[src/rtl/uart_pkg.sv]
// Shared UART definitions: state encoding, frame shape and default bit timing.
// Used by the receiver, the transmitter and any later UART blocks.
package uart_pkg;

   localparam int DEFAULT_CLKS_PER_BIT = 400;
   localparam int DATA_BITS            = 8;
   localparam int STOP_BITS            = 1;

   // Literals carry an ST_ prefix so they never collide with port names such as DATA.
   typedef enum logic [2:0] {
      ST_IDLE,
      ST_START,
      ST_DATA,
      ST_STOP,
      ST_BREAK
   } uart_state_e;

endpackage

[src/rtl/sync_2ff.sv]
// 1-bit two-flop synchronizer for asynchronous inputs; reset value is a parameter
// so idle-high lines do not look like an edge when reset is released.
module sync_2ff #(
   parameter logic RESET_VAL = 1'b1
) (
   input  logic CLK,
   input  logic RST,
   input  logic d,
   output logic q
);

   logic meta;

   // NOTE: non-blocking assignments make meta and q two distinct flops; blocking would collapse them into one.
   always_ff @(posedge CLK or negedge RST) begin
      if (!RST) begin
         meta <= RESET_VAL;
         q    <= RESET_VAL;
      end else begin
         meta <= d;
         q    <= meta;
      end
   end

endmodule

[src/rtl/uart_receiver.sv]
// 8N1 UART receive stage: samples the synchronized RX at mid-bit using a system-clock
// bit counter and emits one-cycle VALID / FRAME_ERR pulses.
module uart_receiver
   import uart_pkg::*;
#(
   parameter int CLKS_PER_BIT = DEFAULT_CLKS_PER_BIT
) (
   input  logic                 CLK,
   input  logic                 RST,
   input  logic                 RX,
   output logic [DATA_BITS-1:0] DATA,
   output logic                 VALID,
   output logic                 FRAME_ERR,
   output logic                 BUSY
);

   localparam int               HALF_BIT  = CLKS_PER_BIT / 2;
   localparam int               CNT_W     = $clog2(CLKS_PER_BIT);
   localparam logic [CNT_W-1:0] HALF_LAST = CNT_W'(HALF_BIT - 1);
   localparam logic [CNT_W-1:0] BIT_LAST  = CNT_W'(CLKS_PER_BIT - 1);
   localparam logic [2:0]       IDX_LAST  = 3'(DATA_BITS - 1);

   logic                 rx_s;
   uart_state_e          state;
   logic [CNT_W-1:0]     cnt;
   logic [2:0]           idx;
   logic [DATA_BITS-1:0] shreg;

   sync_2ff #(.RESET_VAL(1'b1)) u_rx_sync (
      .CLK (CLK),
      .RST (RST),
      .d   (RX),
      .q   (rx_s)
   );

   always_ff @(posedge CLK or negedge RST) begin
      if (!RST) begin
         state     <= ST_IDLE;
         cnt       <= '0;
         idx       <= '0;
         shreg     <= '0;
         DATA      <= '0;
         VALID     <= 1'b0;
         FRAME_ERR <= 1'b0;
         BUSY      <= 1'b0;
      end else begin
         // NOTE: pulse outputs default low each cycle; only the branch that fires raises them.
         VALID     <= 1'b0;
         FRAME_ERR <= 1'b0;
         case (state)
            ST_IDLE: begin
               cnt <= '0;
               if (!rx_s) begin
                  state <= ST_START;
                  BUSY  <= 1'b1;
               end
            end
            ST_START: begin
               if (cnt == HALF_LAST) begin
                  cnt <= '0;
                  idx <= '0;
                  if (rx_s) begin
                     state <= ST_IDLE;
                     BUSY  <= 1'b0;
                  end else begin
                     state <= ST_DATA;
                  end
               end else begin
                  cnt <= cnt + CNT_W'(1);
               end
            end
            ST_DATA: begin
               if (cnt == BIT_LAST) begin
                  cnt        <= '0;
                  shreg[idx] <= rx_s;
                  idx        <= idx + 3'd1;
                  if (idx == IDX_LAST) state <= ST_STOP;
               end else begin
                  cnt <= cnt + CNT_W'(1);
               end
            end
            ST_STOP: begin
               // Leaving at mid-stop-bit leaves half a bit of slack for a back-to-back start edge.
               if (cnt == BIT_LAST) begin
                  cnt <= '0;
                  if (rx_s) begin
                     DATA  <= shreg;
                     VALID <= 1'b1;
                     state <= ST_IDLE;
                     BUSY  <= 1'b0;
                  end else begin
                     FRAME_ERR <= 1'b1;
                     state     <= ST_BREAK;
                  end
               end else begin
                  cnt <= cnt + CNT_W'(1);
               end
            end
            ST_BREAK: begin
               if (rx_s) begin
                  state <= ST_IDLE;
                  BUSY  <= 1'b0;
               end
            end
            default: begin
               state <= ST_IDLE;
               BUSY  <= 1'b0;
            end
         endcase
      end
   end

endmodule

[config.mk]
export PLATFORM = sky130hd
export DESIGN_NAME = uart_receiver
export DESIGN_NICKNAME = d
export VERILOG_FILES = /design/src/rtl/uart_pkg.sv /design/src/rtl/sync_2ff.sv /design/src/rtl/uart_receiver.sv
export SDC_FILE = /design/constraint.sdc
export NUM_CORES = 1
export LEC_CHECK = 0
export CAP_MARGIN = 20
export CORE_UTILIZATION = 50
export CTS_CLUSTER_SIZE = 16
export DETAILED_ROUTE_END_ITERATION = 10
export GPL_ROUTABILITY_DRIVEN = 0
export PLACE_DENSITY = 0.69
export SLEW_MARGIN = 20
export SYNTH_ARGS = -nofsm -noshare
export SYNTH_HDL_FRONTEND = slang
export SYNTH_HIERARCHICAL = 1
export SYNTH_SLANG_ARGS = --single-unit
[constraint.sdc]
create_clock -name CLK -period 4.6 [get_ports CLK]
set_input_delay 0.46 -clock CLK [delete_from_list [all_inputs] [get_ports CLK]]
set_output_delay 0.46 -clock CLK [all_outputs]
set_load 0.01 [all_outputs]
==> summary.md <==
| Metric | Value |
|---|---|
| Clock sink count | 36 |
| Synth warn | 6 |
| Nets | 178 |
| Initial DRT Pass Iterations | 4 |
| LEAKAGE | 0.905 nW |
| Worst Reg-to-Reg Cells | 4 |
| Number of flops mapped to enable cells by yosys | 0 |
| Max-slew headroom | 51.7% |
| Clock transition at the registers of the reported paths | 0.11 ns |
| Via count | 1278 |
| Post-synthesis cell count | 160 |
| Worst-Margin Slew | 0.721 ns |
| Area growth from synthesis to layout | 12.8% |
| Syn nets | 166 |
| Ant diodes | 0 |
| Critical Path Sink Type | register |
| Core Footprint | 0.00334 mm^2 |
| Mean Syn Cell Area | 10.9 um^2 |
| Critical Path AT | 2.48 ns |
| Starting Density | 52.1% |
| GRT overflow | 0 |
| Die width | 61.0 um |
| Main flop type after synthesis | dfrtp_1 |
| CP max-delay cell | dfrtp_1 |
| Number of routed nets with antenna violations | 0 |
| Maximum vdd drop | 167 uV |
| Antenna violations before repair | 0 |
| Pwr Density | 259 mW/mm^2 |
| Layout cell share with drive strength beyond 1 | 19.1% |
| Post-Synthesis Cell Area | 0.00174 mm^2 |
| Post-synth top area share | 49.0% |
| Hold Buf Count CTS | 0 |
| Clock Skews | 0.0108 ns |
| Worst Hold Path Cells | 0 |
| H-tree levels | 2 |
| First-pass GRT wire length | 5660 um |
| CTS tree | done |
| Outcome | finished clean |
| Worst EP required | 4.85 ns |
| Final Hold Vio Count | 0 |
| Worst-path fanout max | 19 |
| Hold WC Path Type | reg2reg |
| FFs w/ async S/R, synth | 100% |
| Maximum capacitance violations | 0 |
| Top cell family by delay on the critical path | simple AND/OR/NAND/NOR gates |
| FF+latch count, synth | 36 |
| DIE AREA | 0.00372 mm^2 |
| Number of global-route vias before repair | 1243 |
| I/O pin cnt | 14 |
| Crit-path max cell delay | 0.60 ns |
| Number of cells upsized or downsized after cts | 0 |
| Fin. max-slew vios | 0 |
| Crit Path Class | reg2reg |
| Minimum clock period after layout | 2.23 ns |
| Post-CTS Setup Repair Bufs | 0 |
| Finish-stage setup viols | 0 |
| Synth unique cells | 42 |
| Clock buffer depth | 2 |
| Max frequency | 448 MHz |
| Crit path cell chain | inv_1 -> nand3_1 -> nor2_1 -> mux2_2 |
| Wire length per cell | 14.7 um |
| HPWL after detailed placement | 2160 um |
| Hold slack final | 0.361 ns |
| PortBufs | 13 |
| Element type at the critical path start | register |
| Number of CTS-inserted buffers | 5 |
| Die H | 61.0 um |
| Root Driver | clkbuf_4 |
| Yosys top cell by area | dfrtp_1 |
| Final WL | 3230 um |
| Largest net degree at the start of global routing | 37 |
| Non-Filler Instances | 219 |
| DRT iter0 DRCs | 67 |
| Final worst-path cycle share | 48.6% |
| Vias per cell | 5.84 |
| Buf+Inv Stages, Crit Path | 1 |
| GRT Util Overall | 21.4% |
| Area contributors post-synth | dfrtp_1, mux2_2, dfstp_2, nand2_1, nor2_1 |
| Worst-skew pair later-pin latency | 0.35 ns |
| Row cnt | 21 |
| RSZ-0062 raised after global routing | false |
| Placed Instances | 211 |
| Fin Setup TNS | 0 ns |
| WP depth | 4 |
| DRC | 0 |
| Seq/Total Area, Yosys | 52.0% |
==> synth_stat cells, drive strengths merged (2+ instances only) <==
master,instances
ha,3
clkbuf,5
and3,2
dfstp,2
a21oi,5
a22o,2
a31oi,3
buf,4
and4b,2
nor2,14
mux2,17
o21ai,9
nor4,3
nor3,2
dfrtp,34
inv,6
nand3,6
nor4b,3
nand2,14
or4,2
nand4,3
==> layout make-up <==
cell class | instances | area [um^2]
tap | 46 | 57.6
timing repair buffer | 14 | 138
clock buffer | 7 | 55.1
sequential | 36 | 903
fill | 284 | 1380
inverter | 6 | 22.5
clock inverter | 1 | 7.51
multi-input combinational | 109 | 777
==> sequential cells by signal (all words and copies together) (netlist names) <==
register / flops
cnt: 9
DATA: 8
shreg: 8
idx: 3
state: 3
BUSY: 1
FRAME_ERR: 1
VALID: 1
u_rx_sync/meta: 1
u_rx_sync/q: 1
==> kinds of logic after synthesis <==
kind of cell	synth area share, %
and+or+nand+nor	19.4
DFF	52.0
AOI/OAI and AO/OA	11.0
muxes	11.6
buffers and inverters	3.31
adders and majority gates	2.74
==> where the power goes <==
part / internal (W) / switching [W] / total, W
registers: 0.000318 / 0.00000196 / 0.000320
clock network: 0.0000748 / 0.000104 / 0.000179
logic: 0.00000255 / 0.00000638 / 0.00000892
==> path summary, 6_finish.rpt <==
check / slack [ns] / start / to
worst min-delay path: 0.36 / u_rx_sync/meta$_DFF_PN1_ / u_rx_sync/q$_DFF_PN1_
worst max-delay path: 2.37 / state[2]$_DFFE_PN0P_ / DATA[2]$_DFFE_PN0P_
max in group asynchronous: 3.76 / RST / u_rx_sync/meta$_DFF_PN1_
worst min register to register: 0.36 / u_rx_sync/meta$_DFF_PN1_ / u_rx_sync/q$_DFF_PN1_
min in group asynchronous: 0.50 / RST / shreg[0]$_DFFE_PN0P_
worst max register to register: 2.37 / state[2]$_DFFE_PN0P_ / DATA[2]$_DFFE_PN0P_
==> through the flow <==
step	setup slack, ns	utilization, %	total power, W	instance area (um^2)
floorplan	2.67	-	0.000326	1740
global placement	2.48	56.9	0.000335	1900
detailed placement	2.38	56.9	0.000336	1900
CTS	2.40	58.8	0.000514	1960
global route	2.21	58.8	0.000528	1960
finish	2.37	58.8	0.000508	1960
==> routing by layer <==
metal	wire, um	track usage (%)	part of all wire (%)
met5	0	0	0
met4	65	14.3	2.0
met3	129	4.48	4.0
met2	1410	30.9	44
met1	1620	29.1	50
==> worst reg2reg max path, cell delays in order, from the launching register on <==
cell and delay (ns):
dfrtp_1 0.60, inv_1 0.36, nand3_1 0.16, nor2_1 0.60, mux2_2 0.42
==> placed cells by master, fill, tap and decap left out, types with 2 or more instances in the layout <==
cell and n:
a21oi_1 5, a22o_1 2, a31oi_1 3, and3_1 2, and4b_1 2, clkbuf_4 5, clkdlybuf4s50_1 13, dfrtp_1 34
dfstp_2 2, ha_1 3, inv_1 6, mux2_2 17, nand2_1 14, nand3_1 6, nand4_2 2, nor2_1 14
nor3_1 2, nor4_1 3, nor4b_1 3, o21ai_0 9, or4_1 2
No activity file was read; power rests on OpenSTA's default activity.
==> patch: new RTL, same settings <==
Register the input `RX` before use, cleared by the reset. The logic sees it one clock later.
--- a/src/rtl/uart_receiver.sv
+++ b/src/rtl/uart_receiver.sv
@@ -20,6 +20,16 @@
    localparam logic [CNT_W-1:0] BIT_LAST  = CNT_W'(CLKS_PER_BIT - 1);
    localparam logic [2:0]       IDX_LAST  = 3'(DATA_BITS - 1);
 
+   logic RX_q;
+
+   always_ff @(posedge CLK or negedge RST) begin
+      if (!RST) begin
+         RX_q <= '0;
+      end else begin
+         RX_q <= RX;
+      end
+   end
+
    logic                 rx_s;
    uart_state_e          state;
    logic [CNT_W-1:0]     cnt;
@@ -29,7 +39,7 @@
    sync_2ff #(.RESET_VAL(1'b1)) u_rx_sync (
       .CLK (CLK),
       .RST (RST),
-      .d   (RX),
+      .d   (RX_q),
       .q   (rx_s)
    );
 
Check against the original RTL: not equivalent (a bounded check fails within 4 cycles, from zero or initial values and one cycle with RST low).
==> patch against the unedited design <==
  * Final area rose by 3.5%
  * Area after synthesis rose by 4.2%
  * Count of clock-buffer cells in the layout fell by 1
  * Setup slack improved by 0.16 ns
  * Largest power group unchanged
  * Sequential share of layout area fell by 0.33 points
  * Sequential cell count rose by 1
  * Power rose by 13%
  * Wire length fell by 3.2%
  * Critical path type unchanged
  * Critical path depth rose by 1
==> patch: results (changes against the unedited design) <==
** Power
- The maximum ir drop on the vdd rail came to 0.000208 V (+24%).
- Leakage power summed over all cells :: 0.927 nW (+2.5%)

** Critical path
- Worst flop-to-flop path endpoint :: shreg[4]$_DFFE_PN0P_
- Cells on worst reg2reg path :: 5 (+1)
- Delay of the slowest cell on the worst path :: 0.43 ns (-0.17 ns)
- The reg2reg setup slack came to 2.53 ns (+0.16 ns).
- On the critical path the largest part of the delay comes from simple AND/OR/NAND/NOR gates.
- The highest fanout seen on the critical path is 10 (-9).
- RR Startpoint :: cnt[0]$_DFFE_PN0P_
- Worst path slowest cell :: and4bb_1
- The worst setup path is launched from a flip-flop.
- The critical path ends at shreg[4]$_DFFE_PN0P_.
- The data arrival time at the worst-slack endpoint is 2.31 ns (-0.17 ns).

** Global routing
- The maximum number of pins on one net before global-route repair came to 38 (+2.7%).
- Antenna violations before repair :: 0 (unchanged)
- Global-route total usage across every layer :: 18.6% (-2.8 points)
- The wire length of the first global-routing pass was 5580 microns (-1.3%).

** Finish
- Filler cell count in the final layout :: 301 (+6.0%)
- The fraction of final layout cells sized beyond drive strength 1 came to 17.8% (-1.3 points).
- The antenna diode count came to 0 (unchanged).
- Nets :: 174 (-2.2%)
- In the final layout, the registers with the most flip-flops are cnt (9), DATA (8), shreg (8).

** Clocking
- The count of hold buffers inserted by post-cts repair was 0 (unchanged).
- Post-cts repair resize count :: 0 (unchanged)
- Insertion delay of the later-clocked pin in the worst-skew pair :: around 0.34 ns
- Worst-case clock buffer depth :: 2 (unchanged)
- The H-tree level count came to 2 (unchanged).
- Num CTS Buffers :: 5 (unchanged)
- The post-CTS setup-driven buffer insertion count was 0 (unchanged).
- Root Driver :: clkbuf_4
- After clock tree synthesis, the clock-pin slew on the worst setup and hold paths is 0.12 ns.

** Yosys
- Count of warnings emitted by yosys :: 6 (unchanged)
- The async set or reset register ratio after synthesis was 100% (unchanged).
- Yosys attributes the largest share of cell area to dfrtp_1, mux2_4, nand2_1, mux2_1, dfstp_2.
- Number of unique standard cell types used by synthesis :: 48 (+14%)
- Top_reg_cell synth :: dfrtp_1
- The commonest cells after synthesis are dfrtp_1, nand2_1, mux2_4.
- The net count after synthesis was 161 (-3.0%).
- Post-synthesis sequential area ratio :: 51.2% (-0.74 points)

** Placement
- Number of input and output port buffers inserted :: 13 (unchanged)
- DPL Wire Length :: 2160 microns (-0.10%)

** Drt
- Number of design-rule violations left by the first detailed-router iteration :: 58 (-13%)
- Average detailed-routed wire length per instance :: 14.5 microns (-1.4%)
- DRT Pass-1 Iters :: 4 (unchanged)
- The overall via count from detail_route came to 1209 (-5.4%).

** STA
- The minimum hold slack was 0.191 ns (-0.170 ns).
- The final worst clock skew is 0.0110 ns (+0.000192 ns).
- The actual transition at the worst max-transition pin was 0.793 ns (+0.0717 ns).

** Outcome
- Result of the run :: finished, final reports clean

** Worst hold path
- Path category of the worst min-delay check :: in -> async
## patch: cell types whose count changed after synthesis, moves of 7 or more
cell / before / now
mux2_2: 17 / 3
mux2_4: 0 / 8
nand2_1: 14 / 21
nor2_1: 14 / 5
o21ai_0: 9 / 1
## patch: power by group
group          internal (mW)  switching (mW)  total, mW
registers              0.327         0.00184      0.329
clock network          0.129           0.106      0.235
logic                0.00142         0.00678    0.00819
total                  0.458           0.115      0.572
## patch: cell families (layout without fill, tap and decap cells)
logic type / after synthesis / count (layout) / share of synthesized area, %
xor gates and xnor gates: 1 / 1 / 0.484
and+or+nand+nor: 59 / 59 / 18.8
muxes: 18 / 18 / 12.9
DFF: 37 / 37 / 51.2
adders and majority gates: 4 / 4 / 2.62
AOI/OAI and AO/OA: 25 / 25 / 10.2
buffers and inverters: 11 / 25 / 3.80
## patch: metal layers
metal | GRT usage, % | routed length [microns]
met1 | 25.8 | 1540
met2 | 28.3 | 1400
met3 | 5.70 | 148
met4 | 5.23 | 40
met5 | 0 | 0
## patch: per-stage QoR
step           instances  worst slack (ns)  total power, mW  util (%)  area, sq um
2_1_floorplan        155              2.78            0.336         -         1810
3_3_place_gp         207              2.59            0.344      56.8         1940
3_5_place_dp         207              2.54            0.344      56.8         1940
4_1_cts              215              2.53            0.578      59.4         2030
5_1_grt              215              2.33            0.596      59.4         2030
6_report             215              2.53            0.572      59.4         2030
## patch: worst register-to-register path, cell delays in order, from the launching register on
cell      delay, ns
dfrtp_1        0.40
ha_1           0.22
and4bb_1       0.43
nand3b_1       0.23
nor4b_1        0.35
mux2_1         0.35
## patch: layout make-up
type,instances,share of cell area (%)
clock buffers,6,2.53
clock inverters,2,1.85
inverters,4,0.740
multi-input cells,107,40.1
flip-flops and latches,37,45.7
well taps,46,2.84
repair buffers,13,6.17
